<file path="config.mk">
export PLATFORM = sky130hd
export DESIGN_NAME = turbo_pkt_arb
export DESIGN_NICKNAME = d
export VERILOG_FILES = /design/src/rtl/turbo_pkg.sv /design/src/rtl/rr_arbiter_comb.sv /design/src/rtl/turbo_pkt_arb.sv
export SDC_FILE = /design/constraint.sdc
export NUM_CORES = 1
export LEC_CHECK = 0
export CAP_MARGIN = 20
export CORE_MARGIN = 8
export CORE_UTILIZATION = 25
export DETAILED_ROUTE_END_ITERATION = 8
export PLACE_DENSITY = 0.7
export SETUP_SLACK_MARGIN = 0.1
export SKIP_CTS_REPAIR_TIMING = 1
export SYNTH_ARGS = -nofsm -noshare
export SYNTH_HDL_FRONTEND = slang
export SYNTH_SLANG_ARGS = --single-unit
</file>
<file path="constraint.sdc">
create_clock -name clk -period 1.95 [get_ports clk]
set_input_delay 0.39 -clock clk [delete_from_list [all_inputs] [get_ports clk]]
set_output_delay 0.39 -clock clk [all_outputs]
set_load 0.02 [all_outputs]
</file>
<file path="src/rtl/turbo_pkg.sv">
// Shared types and helpers for the turbo decoder front-end: state encoding
// and the rotate-priority pick used by the packet arbiters.
package turbo_pkg;

  localparam int TRB_DW  = 12;
  localparam int TRB_BLK = 1024;
  localparam int RR_MAX  = 4;

  typedef enum logic {
    IDLE = 1'b0,
    LOCK = 1'b1
  } arb_state_e;

  typedef struct packed {
    logic       found;
    logic [1:0] idx;
  } rr_pick_t;

  // Search starts one past ptr and wraps modulo n; the first set mask bit wins.
  function automatic rr_pick_t rr_pick(input logic [RR_MAX-1:0] mask,
                                       input logic [1:0]        ptr,
                                       input int                n);
    rr_pick_t   r;
    int         idx;
    logic [1:0] i2;
    r.found = 1'b0;
    r.idx   = 2'd0;
    for (int k = 1; k <= RR_MAX; k++) begin
      if (k <= n) begin
        idx = (int'(ptr) + k) % n;
        i2  = 2'(idx);
        if (!r.found && mask[i2]) begin
          r.found = 1'b1;
          r.idx   = i2;
        end
      end
    end
    return r;
  endfunction

endpackage

</file>
<file path="src/rtl/rr_arbiter_comb.sv">
// Combinational rotate-priority encoder: picks the first requester after ptr.
module rr_arbiter_comb
  import turbo_pkg::*;
#(
  parameter int NUM_REQ = 2,
  parameter int IDW     = 1
) (
  input  logic [NUM_REQ-1:0] req,
  input  logic [IDW-1:0]     ptr,
  output logic [IDW-1:0]     winner,
  output logic               found
);

  rr_pick_t pick;

  always_comb begin
    pick   = rr_pick(RR_MAX'(req), 2'(ptr), NUM_REQ);
    winner = IDW'(pick.idx);
    found  = pick.found;
  end

endmodule

</file>
<file path="src/rtl/turbo_pkt_arb.sv">
// Packet-level round-robin arbiter and credit controller sharing one turbo
// decoder sink between NUM_REQ streaming sources.
module turbo_pkt_arb
  import turbo_pkg::*;
#(
  parameter int NUM_REQ      = 2,
  parameter int DW           = TRB_DW,
  parameter int MAX_INFLIGHT = 2,
  parameter int IDW          = $clog2(NUM_REQ)
) (
  input  logic                  clk,
  input  logic                  rst_n,
  input  logic [NUM_REQ-1:0]    req_valid,
  input  logic [NUM_REQ-1:0]    req_sop,
  input  logic [NUM_REQ-1:0]    req_eop,
  input  logic [NUM_REQ*DW-1:0] req_data,
  output logic [NUM_REQ-1:0]    req_ready,
  output logic                  trb_sink_valid,
  output logic                  trb_sink_sop,
  output logic                  trb_sink_eop,
  output logic [DW-1:0]         trb_sink_data,
  input  logic                  trb_sink_ready,
  input  logic                  trb_source_eop,
  output logic [IDW-1:0]        grant_id,
  output logic [2:0]            inflight,
  output logic                  busy,
  output logic                  sop_err
);

  arb_state_e          state_q, state_d;
  logic [IDW-1:0]      rr_ptr_q;
  logic [IDW-1:0]      grant_q;
  logic [2:0]          inflight_q;
  logic [IDW-1:0]      winner;
  logic                found;
  logic                credit_ok;
  logic                grant_now;
  logic                acc_eop;
  logic [NUM_REQ-1:0]  elig;
  logic [NUM_REQ-1:0]  flush_cand;
  logic [NUM_REQ-1:0]  flush_sel;

  // Saturating packet-occupancy update; simultaneous in/out leaves it unchanged.
  function automatic logic [2:0] next_inflight(input logic [2:0] cur,
                                               input logic       inc,
                                               input logic       dec);
    case ({inc, dec})
      2'b10:   return cur + 3'd1;
      2'b01:   return (cur == 3'd0) ? cur : cur - 3'd1;
      default: return cur;
    endcase
  endfunction

  assign credit_ok  = (inflight_q < 3'(MAX_INFLIGHT));
  assign elig       = (state_q == IDLE && credit_ok) ? (req_valid & req_sop) : '0;
  assign grant_now  = (state_q == IDLE) && found;
  assign flush_cand = req_valid & ~req_sop;
  assign flush_sel  = flush_cand & (~flush_cand + NUM_REQ'(1));

  rr_arbiter_comb #(
    .NUM_REQ (NUM_REQ),
    .IDW     (IDW)
  ) u_rr (
    .req    (elig),
    .ptr    (rr_ptr_q),
    .winner (winner),
    .found  (found)
  );

  always_comb begin
    state_d        = state_q;
    req_ready      = '0;
    trb_sink_valid = 1'b0;
    trb_sink_sop   = 1'b0;
    trb_sink_eop   = 1'b0;
    trb_sink_data  = '0;
    sop_err        = 1'b0;
    acc_eop        = 1'b0;
    case (state_q)
      IDLE: begin
        if (grant_now) begin
          state_d = LOCK;
        end else if (|flush_cand) begin
          // Headless beats are drained one requester per cycle, lowest index first.
          req_ready = flush_sel;
          sop_err   = 1'b1;
        end
      end
      LOCK: begin
        trb_sink_valid     = req_valid[grant_q];
        trb_sink_sop       = req_sop[grant_q];
        trb_sink_eop       = req_eop[grant_q];
        trb_sink_data      = req_data[grant_q*DW +: DW];
        req_ready[grant_q] = trb_sink_ready;
        if (req_valid[grant_q] && trb_sink_ready && req_eop[grant_q]) begin
          acc_eop = 1'b1;
          state_d = IDLE;
        end
      end
      default: state_d = IDLE;
    endcase
    // Handshake outputs must read idle while reset is held, even with live inputs.
    if (!rst_n) begin
      req_ready      = '0;
      trb_sink_valid = 1'b0;
      trb_sink_sop   = 1'b0;
      trb_sink_eop   = 1'b0;
      trb_sink_data  = '0;
      sop_err        = 1'b0;
      acc_eop        = 1'b0;
    end
  end

  always_ff @(posedge clk or negedge rst_n) begin
    if (!rst_n) begin
      state_q    <= IDLE;
      rr_ptr_q   <= '0;
      grant_q    <= '0;
      inflight_q <= 3'd0;
    end else begin
      state_q    <= state_d;
      inflight_q <= next_inflight(inflight_q, acc_eop, trb_source_eop);
      if (grant_now) begin
        grant_q  <= winner;
        rr_ptr_q <= winner;
      end
    end
  end

  assign grant_id = grant_q;
  assign inflight = inflight_q;
  assign busy     = (state_q != IDLE) || (inflight_q != 3'd0);

endmodule

</file>
==> results by group <==
Worst setup path
  • R2R Path Start: grant_id
  • Crit. End Element: output pin
  • Startpoint types: register
  • Critical path required time: about 1600 ps
  • Kind of critical path: reg2out
  • R2r worst-path depth: 8
  • Crit path max fanout: 3
  • Arrival time at the worst endpoint: roughly 1500 ps
  • Worst R2R End: inflight[2]
  • Slack of the worst reg-to-reg path: 60 ps

STA
  • Setup_tns: 0 ps
  • Setup violators final: 0
  • Max Slew Vio Count: 0
  • RSZ-0062 raised after global routing: yes
  • Fmax: 526 MHz
  • Slew Limit Headroom: 0.835
  • Worst slew pin tran: roughly 250 ps
  • Final min period: 1900 ps
  • Final Hold Fails: 0
  • Worst clock skew: 5.94 ps
  • Period utilisation layout: 0.976

Cells and area
  • Commonest cells after routing, fill and taps aside: clkdlybuf4s50_1, mux2i_1, nor2_1, buf_4, dlymetal6s2s_1
  • Antenna diode count: 0
  • Share of layout cells above drive strength 1: 0.310
  • Final Instance Count excl. Fillers: 186
  • Most common cell after layout, fill and taps aside: clkdlybuf4s50_1
  • Final Core Density: 0.557
  • Area Overhead vs Synth: 120%
  • Total Nets Final: roughly 190

Drt
  • Initial DRC Count: 17
  • DRT Wirelength: 2700 um
  • DRC violations left: 0
  • Routed vias: approximately 900
  • Top sig layer: met3
  • Antenna Nets Post-Route: 0
  • 1st-pass router iterations: 4
  • DR WL met3: between 400 and 500 um
  • Vias per cell: 4.85
  • Routed metal-1 wirelength: 957 um
  • WL per Instance: 14.5 um
  • Met2 WL: 1280 um

Global routing
  • Tot GR Track Use: 0.116
  • Initial antenna violation count: 0
  • Global-route wire length before repair: 4250 um
  • Global route overflow: 0
  • Vias in the first global route: 1014
  • Largest net degree at the start of global routing: 16

Clock tree
  • CTS tree: yes
  • Clock Path Buffers: 2
  • Clock-pin transition on the worst setup and hold timing paths: approximately 50 ps
  • CTS Buf Count: 3
  • H-tree Lvls: 1
  • Clock tree sinks: 5
  • CTS root buf: clkbuf_4
  • Skew-Pair Late Insertion Delay: between 200 and 300 ps

Floorplan
  • Core area: 2660 sq um
  • Chip height: around 68 um
  • Initial core utilization: 0.253
  • Io pins: 57
  • Floorplan row count: 19
  • DIE WIDTH: 67.9 um
  • Die ar.: 4620 sq um

Placed design
  • Total placed cells including tap cells: 180
  • Global placement routability congestion: between 0.7 and 0.8
  • Port Buffer Count: 56
  • DP HPWL: 2260 um

Flow run
  • Max Cap Viol: 0

Power and ir drop
  • Cell Pwr Density: 1140 nW/um^2
  • Worst VDD drop: 0.763 mV
  • P_leak: 0.764 nW

Logic synthesis
  • Synth warn: 0
  • Mean Syn Cell Area: 8.22 sq um
  • Synth Net Count: roughly 120
  • Synth Cell Area: 674 sq um
  • Post-synth cell types: 27
  • Syn Inst Count: 82
  • Sequential share of the synthesized area: 0.186
  • Synthesized flop and latch total: 5

Status
  • Status: complete, no violations

Hold path
  • HP Class: in2async
metrics by stage:
| stage | hold WS, ps | instance area (sq um) | setup WS, ps | total power [W] |
|---|---|---|---|---|
| 6_report | 188 | 1480 | 47.1 | 0.00169 |
| 5_1_grt | 195 | 1480 | -40.8 | 0.00181 |
| 4_1_cts | 558 | 1440 | -448 | 0.00162 |
| 3_5_place_dp | 587 | 1410 | -431 | 0.00149 |
| 3_3_place_gp | 584 | 1410 | -443 | 0.00146 |
| 2_1_floorplan | 94.4 | 709 | 73.0 | 0.000931 |
Yosys cell counts (all sizes together):
cell type / number / area share
nor2b: 4 / 0.037
a41o: 1 / 0.015
nor4b: 1 / 0.013
nor3: 1 / 0.0074
nand3b: 1 / 0.011
nor2: 20 / 0.11
nand2: 2 / 0.011
clkbuf: 2 / 0.011
o21ai: 1 / 0.0074
inv: 2 / 0.011
ha: 1 / 0.019
nand2b: 3 / 0.028
buf: 2 / 0.024
o31a: 1 / 0.013
o211a: 1 / 0.015
a21oi: 2 / 0.032
dfrtp: 5 / 0.19
mux2i: 21 / 0.31
nand3: 5 / 0.063
o211ai: 1 / 0.011
xnor2: 3 / 0.039
a21boi: 1 / 0.011
a32oi: 1 / 0.013
per-layer routing:
metal | global-route usage | up-vias
met2 | 0.208 | 56
li1 | - | 435
met1 | 0.101 | 412
met3 | 0.101 | 0
met4 | 0.00767 | 0
met5 | 0 | -
state kept, by name (all words and copies together), names as in the netlist:
| name | flops |
|---|---|
| grant_id | 1 |
| inflight | 3 |
| state_q | 1 |
worst max path at each step:
| stage | start | endpoint | slack (ps) | cells past startpoint |
|---|---|---|---|---|
| 5_1_grt | grant_id | inflight[2] | -40 | 8 |
| 6_report | state_q | req_ready[0] | 50 | 6 |
| 3_3_place_gp | req_valid[0] | req_ready[0] | -440 | 6 |
| 4_1_cts | req_valid[0] | req_ready[0] | -450 | 6 |
| 3_5_place_dp | req_valid[0] | req_ready[0] | -430 | 6 |
| 2_1_floorplan | grant_id | inflight[2] | 70 | 9 |
logic make-up (layout without fill, tap and decap cells):
family,Yosys count,after routing,share of synthesized area
AND/OR/NAND/NOR,37,37,0.282
multiplexers,21,21,0.312
AO/OA/AOI/OAI,9,9,0.117
buffers and inverters,6,79,0.0464
flip-flops,5,5,0.186
XOR/XNOR,3,3,0.0390
adder cells (fa/ha/maj),1,1,0.0185
critical path, stage by stage (launching register included):
cell and delay (ps):
dfrtp_1 400, nor3_2 200, buf_4 150, nand3_1 100
a32oi_1 180, nor2b_1 70, buf_2 160
final cells by class:
cell class	count	area (sq um)
clock buffer	3	22.5
clock inverter	1	5.00
fill	248	1180
inverter	2	7.51
multi-input combinational	71	591
sequential	5	128
tap	31	38.8
timing repair buffer	73	692
where the power goes:
part / switching, W / internal, W / leakage (nW)
clock: 0.0000498 / 0.0000746 / 0.0177
combinational: 0.000617 / 0.000700 / 0.688
sequential: 0.0000852 / 0.000162 / 0.0580
total: 0.000752 / 0.000937 / 0.764
Note: power is estimated with default switching activity, not from simulation.
==> variant 1, RTL diff (same settings) <==
`TRB_DW`: 12 -> 8.
--- a/src/rtl/turbo_pkg.sv
+++ b/src/rtl/turbo_pkg.sv
@@ -2,7 +2,7 @@
 // and the rotate-priority pick used by the packet arbiters.
 package turbo_pkg;
 
-  localparam int TRB_DW  = 12;
+  localparam int TRB_DW  = 8;
   localparam int TRB_BLK = 1024;
   localparam int RR_MAX  = 4;
 
Interface: changed (resized req_data and trb_sink_data); port bits go from 57 to 45. The function was not compared with the original's and may differ.
==> variant 1 against the original RTL <==
  * Global-route usage increased by 0.056 points
  * Clock skew increased by 0.0026 ns
  * Synthesized area decreased by 11%
  * Critical path type unchanged
  * Sequential cell count unchanged
  * Core utilization increased by 3.1 points
  * Critical path depth decreased by 2
  * Worst setup slack got worse by 0.080 ns
  * Design area decreased by 11%
  * First-iteration DRC count increased by 12%
  * The flow now finishes with violations (setup timing)
  * Sequential share of layout area increased by 0.92 points
  * Via count decreased by 7.6%
  * Register-to-register slack got worse by 0.07 ns
  * Highest routed layer is now met4
  * Total power decreased by 15%
  * Wire length decreased by 1.7%
==> variant 1: results (changes against the original RTL) <==
----------------------------------------------------
[Synthesis]
  Post-Synthesis Cells ... 79 (-3.7%)
  Net count after synthesis ... 106 (-9.4%)
  Netlist cell types ... 29 (+7.4%)
  Largest cells by area after synthesis ... sky130_fd_sc_hd__mux2i_1, sky130_fd_sc_hd__dfrtp_1, sky130_fd_sc_hd__nor2_1
  Most common cell in the netlist ... sky130_fd_sc_hd__nor2_1
  Leading cell types by count after synthesis ... sky130_fd_sc_hd__nor2_1, sky130_fd_sc_hd__mux2i_1, sky130_fd_sc_hd__nand2_1
  Fraction of the yosys area taken by sequential cells ... 0.207 (+0.0219)

[STA]
  Final TNS setup ... -0.0472 ns (-0.0472 ns)
  Slew HR ... 0.778 (-0.0567)
  Min setup slack post-route ... -0.0328 ns (-0.0798 ns)
  Setup violation total in the final timing report ... 3 (+3)
  Setup Skew ... 0.00850 ns (+0.00256 ns)

[Run status]
  Run status ... finished with violations
  Violations in the final reports ... setup timing

[Finish]
  Final net count ... 175 (-8.4%)
  Count of fill cells added during filler insertion ... 205 (-17%)

[Placed design]
  Final HPWL DP ... 2080 um (-8.4%)
  Gp weighted congestion ... 0.784 (+11%)
  Cells after DPL ... 166 (-7.8%)
  Area post-placement ... 1210 sq um (-14%)
  Number of buffer cells added on primary ports ... 44 (-21%)

[Global route]
  Via count of the first global-routing pass ... 860 (-15%)
  Maximum number of pins on one net before global-route repair ... 12 (-4)
  Overall global routing resource usage ... 0.117 (+0.000558)
  First-pass GRT wire length ... 3960 um (-6.8%)

[Detailed routing]
  Metal1 wirelength ... 1080 um (+12%)
  Top routing layer used ... met4
  Average wire per cell in the routed design ... 15.1 um (+4.4%)
  Routed met2 length ... 1460 um (+14%)
  Detailed router's first-iteration violation count ... 19 (+2)
  Wirelength, routed ... 2650 um (-1.7%)

[Critical path]
  Signal arrival time at the worst endpoint ... 1.59 ns (+0.08 ns)
  Max stage delay cell, worst path ... sky130_fd_sc_hd__or4b_1

[Pwr]
  Largest vdd supply drop ... 0.623 mV (-18%)
  Leakage component of the power ... 0.000795 uW (+4.1%)

----------------------------------------------------
==> variant 1: cell types whose count changed after synthesis, sizes merged, moves of 3 or more <==
cell | unedited run | this run
mux2i | 21 | 13
nand2 | 2 | 9
nor2b | 4 | 1
nor2 | 20 | 14
==> variant 1: metrics by stage <==
stage | util | hold WS, ns
floorplan | - | 0.0944
global placement | 0.539 | 0.621
detailed placement | 0.539 | 0.608
CTS | 0.551 | 0.526
global route | 0.589 | 0.197
finish | 0.589 | 0.172
==> variant 1: cell type report <==
class	instances	area, sq um	share of cell area
Sequential cell	5	126	0.0952
Inverter	4	15.0	0.0113
Clock buffer	3	22.5	0.0170
Timing Repair Buffer	67	624	0.470
Multi-Input combinational cell	67	499	0.376
Clock inverter	1	5.00	0.00377
Tap cell	28	35.0	0.0264
==> variant 1: worst paths after layout <==
check / depth (start not counted) / end / slack [ns] / startpoint
worst max-delay path: 4 / req_ready[0] / -0.03 / inflight[2]
min in group clk: 2 / grant_id / 0.49 / req_sop[0]
max in group asynchronous: 2 / grant_id / 1.65 / rst_n
worst max register to register: 8 / inflight[2] / -0.01 / grant_id
worst min-delay path: 2 / inflight[0] / 0.17 / rst_n
worst min register to register: 2 / inflight[2] / 0.68 / inflight[2]
==> variant 1: kinds of logic (layout without fill, tap and decap cells) <==
group,count (synthesis),in the layout,synth area share
XOR/XNOR,4,4,0.0581
AO/OA/AOI/OAI,13,13,0.151
AND/OR/NAND/NOR,36,36,0.299
multiplexers,13,13,0.216
buffers and inverters,7,75,0.0477
flip-flops,5,5,0.207
adder cells (fa/ha/maj),1,1,0.0207
==> variant 1: metal layers <==
layer / up-vias / global-route usage
met5: - / 0
met4: 0 / 0.0490
met3: 2 / 0.0288
met2: 15 / 0.204
met1: 401 / 0.132
li1: 416 / -
==> variant 1: worst reg2reg max path, delay by kind of cell, from the launching register on <==
| family | cells | cell delay [ns] |
|---|---|---|
| mux | 1 | 0.17 |
| flops | 1 | 0.43 |
| xor+xnor | 2 | 0.29 |
| simple gates | 3 | 0.64 |
| fa+ha+maj | 1 | 0.18 |
| compound gates | 1 | 0.16 |
==> variant 1: where the power goes <==
group | switching [uW] | internal (uW)
registers | 77.0 | 159
logic | 514 | 558
clock network | 46.3 | 74.4
==> variant 2, RTL diff (config.mk and constraints unchanged) <==
Without the edit above. Register the output `sop_err`; this adds one clock of latency there. The other outputs are not delayed to match.
--- a/src/rtl/turbo_pkt_arb.sv
+++ b/src/rtl/turbo_pkt_arb.sv
@@ -26,6 +26,8 @@
   output logic                  busy,
   output logic                  sop_err
 );
+
+  logic sop_err_d;
 
   arb_state_e          state_q, state_d;
   logic [IDW-1:0]      rr_ptr_q;
@@ -74,7 +76,7 @@
     trb_sink_sop   = 1'b0;
     trb_sink_eop   = 1'b0;
     trb_sink_data  = '0;
-    sop_err        = 1'b0;
+    sop_err_d      = 1'b0;
     acc_eop        = 1'b0;
     case (state_q)
       IDLE: begin
@@ -83,7 +85,7 @@
         end else if (|flush_cand) begin
           // Headless beats are drained one requester per cycle, lowest index first.
           req_ready = flush_sel;
-          sop_err   = 1'b1;
+          sop_err_d = 1'b1;
         end
       end
       LOCK: begin
@@ -106,7 +108,7 @@
       trb_sink_sop   = 1'b0;
       trb_sink_eop   = 1'b0;
       trb_sink_data  = '0;
-      sop_err        = 1'b0;
+      sop_err_d      = 1'b0;
       acc_eop        = 1'b0;
     end
   end
@@ -131,5 +133,9 @@
   assign inflight = inflight_q;
   assign busy     = (state_q != IDLE) || (inflight_q != 3'd0);
 
+  always_ff @(posedge clk) begin
+    sop_err <= sop_err_d;
+  end
+
 endmodule
 
Behaviour: not the same (Yosys sat finds a counterexample within 4 cycles, from zero or initial values and one cycle with rst_n low).
==> variant 2 against the original RTL <==
  * Total power fell by 0.73%
  * Highest routed layer is now met4
  * Design area grew 7.6%
  * Wire length grew 12%
  * Synthesized area increased by 1.5%
  * Clock power is 6% higher
  * Sequential cell count is 1 higher
  * Worst setup slack gained 0.076 ns
  * Non-clock buffer count grew 2
==> variant 2: results (changes against the original RTL) <==
----------------------------------------------------
[Run status]
  Run status ... finished clean

[Placed design]
  Area post-placement ... 1410 sq um (+0.18%)
  Gp weighted congestion ... 0.844 (+20%)
  Final HPWL DP ... 2380 um (+5.2%)
  Worst setup timing slack at the placement stage ... -0.544 ns (-0.113 ns)
  Cells after DPL ... 181 (+0.56%)

[Critical path]
  Crit path max-delay family ... buffers and inverters
  Longest individual stage delay on the worst path ... 0.62 ns (+0.22 ns)
  Max stage delay cell, worst path ... sky130_fd_sc_hd__clkdlybuf4s50_1
  Signal arrival time at the worst endpoint ... 1.44 ns (-0.07 ns)
  Largest driver fanout on the critical path ... 8 (+5)

[Detailed routing]
  Vias per Instance ... 4.77 (-1.6%)
  Wirelength, routed ... 3030 um (+12%)
  Top routing layer used ... met4
  Routed met2 length ... 1700 um (+33%)
  Detailed router's first-iteration violation count ... 12 (-5)
  Metal1 wirelength ... 1170 um (+22%)
  Metal3 WL ... 114 um (-75%)

[Synthesis]
  Post-Synthesis Cells ... 85 (+3.7%)
  Net count after synthesis ... 120 (+2.6%)
  Fraction of synthesized area in multiplexers ... 0.307 (-0.00456)
  Post-synth top flop ... sky130_fd_sc_hd__dfrtp_1
  Netlist cell types ... 28 (+3.7%)
  Synth Area in Compound Gates ... 0.122 (+0.00560)
  Async set-reset flop share out of synthesis ... 0.833 (-0.167)
  Fraction of the yosys area taken by sequential cells ... 0.212 (+0.0265)
  Xor/xnor share of the synthesized area ... 0.0384 (-0.000570)
  Post-Synth Adder-Cell Area ... 0.0183 (-0.000271)
  Largest cells by area after synthesis ... sky130_fd_sc_hd__mux2i_1, sky130_fd_sc_hd__dfrtp_1, sky130_fd_sc_hd__nor2_1
  Leading cell types by count after synthesis ... sky130_fd_sc_hd__mux2i_1, sky130_fd_sc_hd__nor2_1, sky130_fd_sc_hd__nand2_1

[Finish]
  Final net count ... 196 (+2.6%)
  Proportion of layout cells with a drive suffix above 1 ... 0.238 (-0.0722)
  Non-Filler Instances ... 191 (+2.7%)

[Global route]
  Maximum number of pins on one net before global-route repair ... 18 (+2)
  Via count of the first global-routing pass ... 908 (-10%)
  Overall global routing resource usage ... 0.125 (+0.00931)
  Global routing usage on met1 ... 0.141 (+0.0404)
  Met2 capacity usage during global routing ... 0.237 (+0.0293)
  Met3 track demand over resource ... 0.0245 (-0.0769)
  First-pass GRT wire length ... 4470 um (+5.2%)

[Pwr]
  Largest vdd supply drop ... 0.904 mV (+18%)
  Leakage component of the power ... 0.000989 uW (+30%)

[STA]
  Setup Skew ... 0.0130 ns (+0.00710 ns)

----------------------------------------------------
-- variant 2: area by class of cell --
cell class	instances	area, sq um
multi-input cells	73	588
repair buffers	75	788
flip-flops and latches	6	148
well taps	31	38.8
inverters	2	7.51
fillers	233	1090
clock buffers	4	26.3
-- variant 2: tightest hold or removal path: stages --
cell	delay (ns)
sky130_fd_sc_hd__dlymetal6s2s_1	0.13
sky130_fd_sc_hd__buf_6	0.14
sky130_fd_sc_hd__buf_4	0.11
-- variant 2: where the power goes --
| group | switching [uW] | total [uW] | internal, uW |
|---|---|---|---|
| registers | 94.9 | 281 | 186 |
| clock network | 53.8 | 132 | 78.1 |
| logic | 597 | 1260 | 667 |
-- variant 2: worst paths after layout --
kind	slack, ns	endpoint	depth (start not counted)
worst max-delay path	0.12	inflight[1]	2
worst min-delay path	0.20	grant_id	3
worst max register to register	0.14	inflight[2]	8
worst min register to register	0.65	state_q	1
max in group asynchronous	1.64	inflight[2]	3
min in group clk	0.51	state_q	3
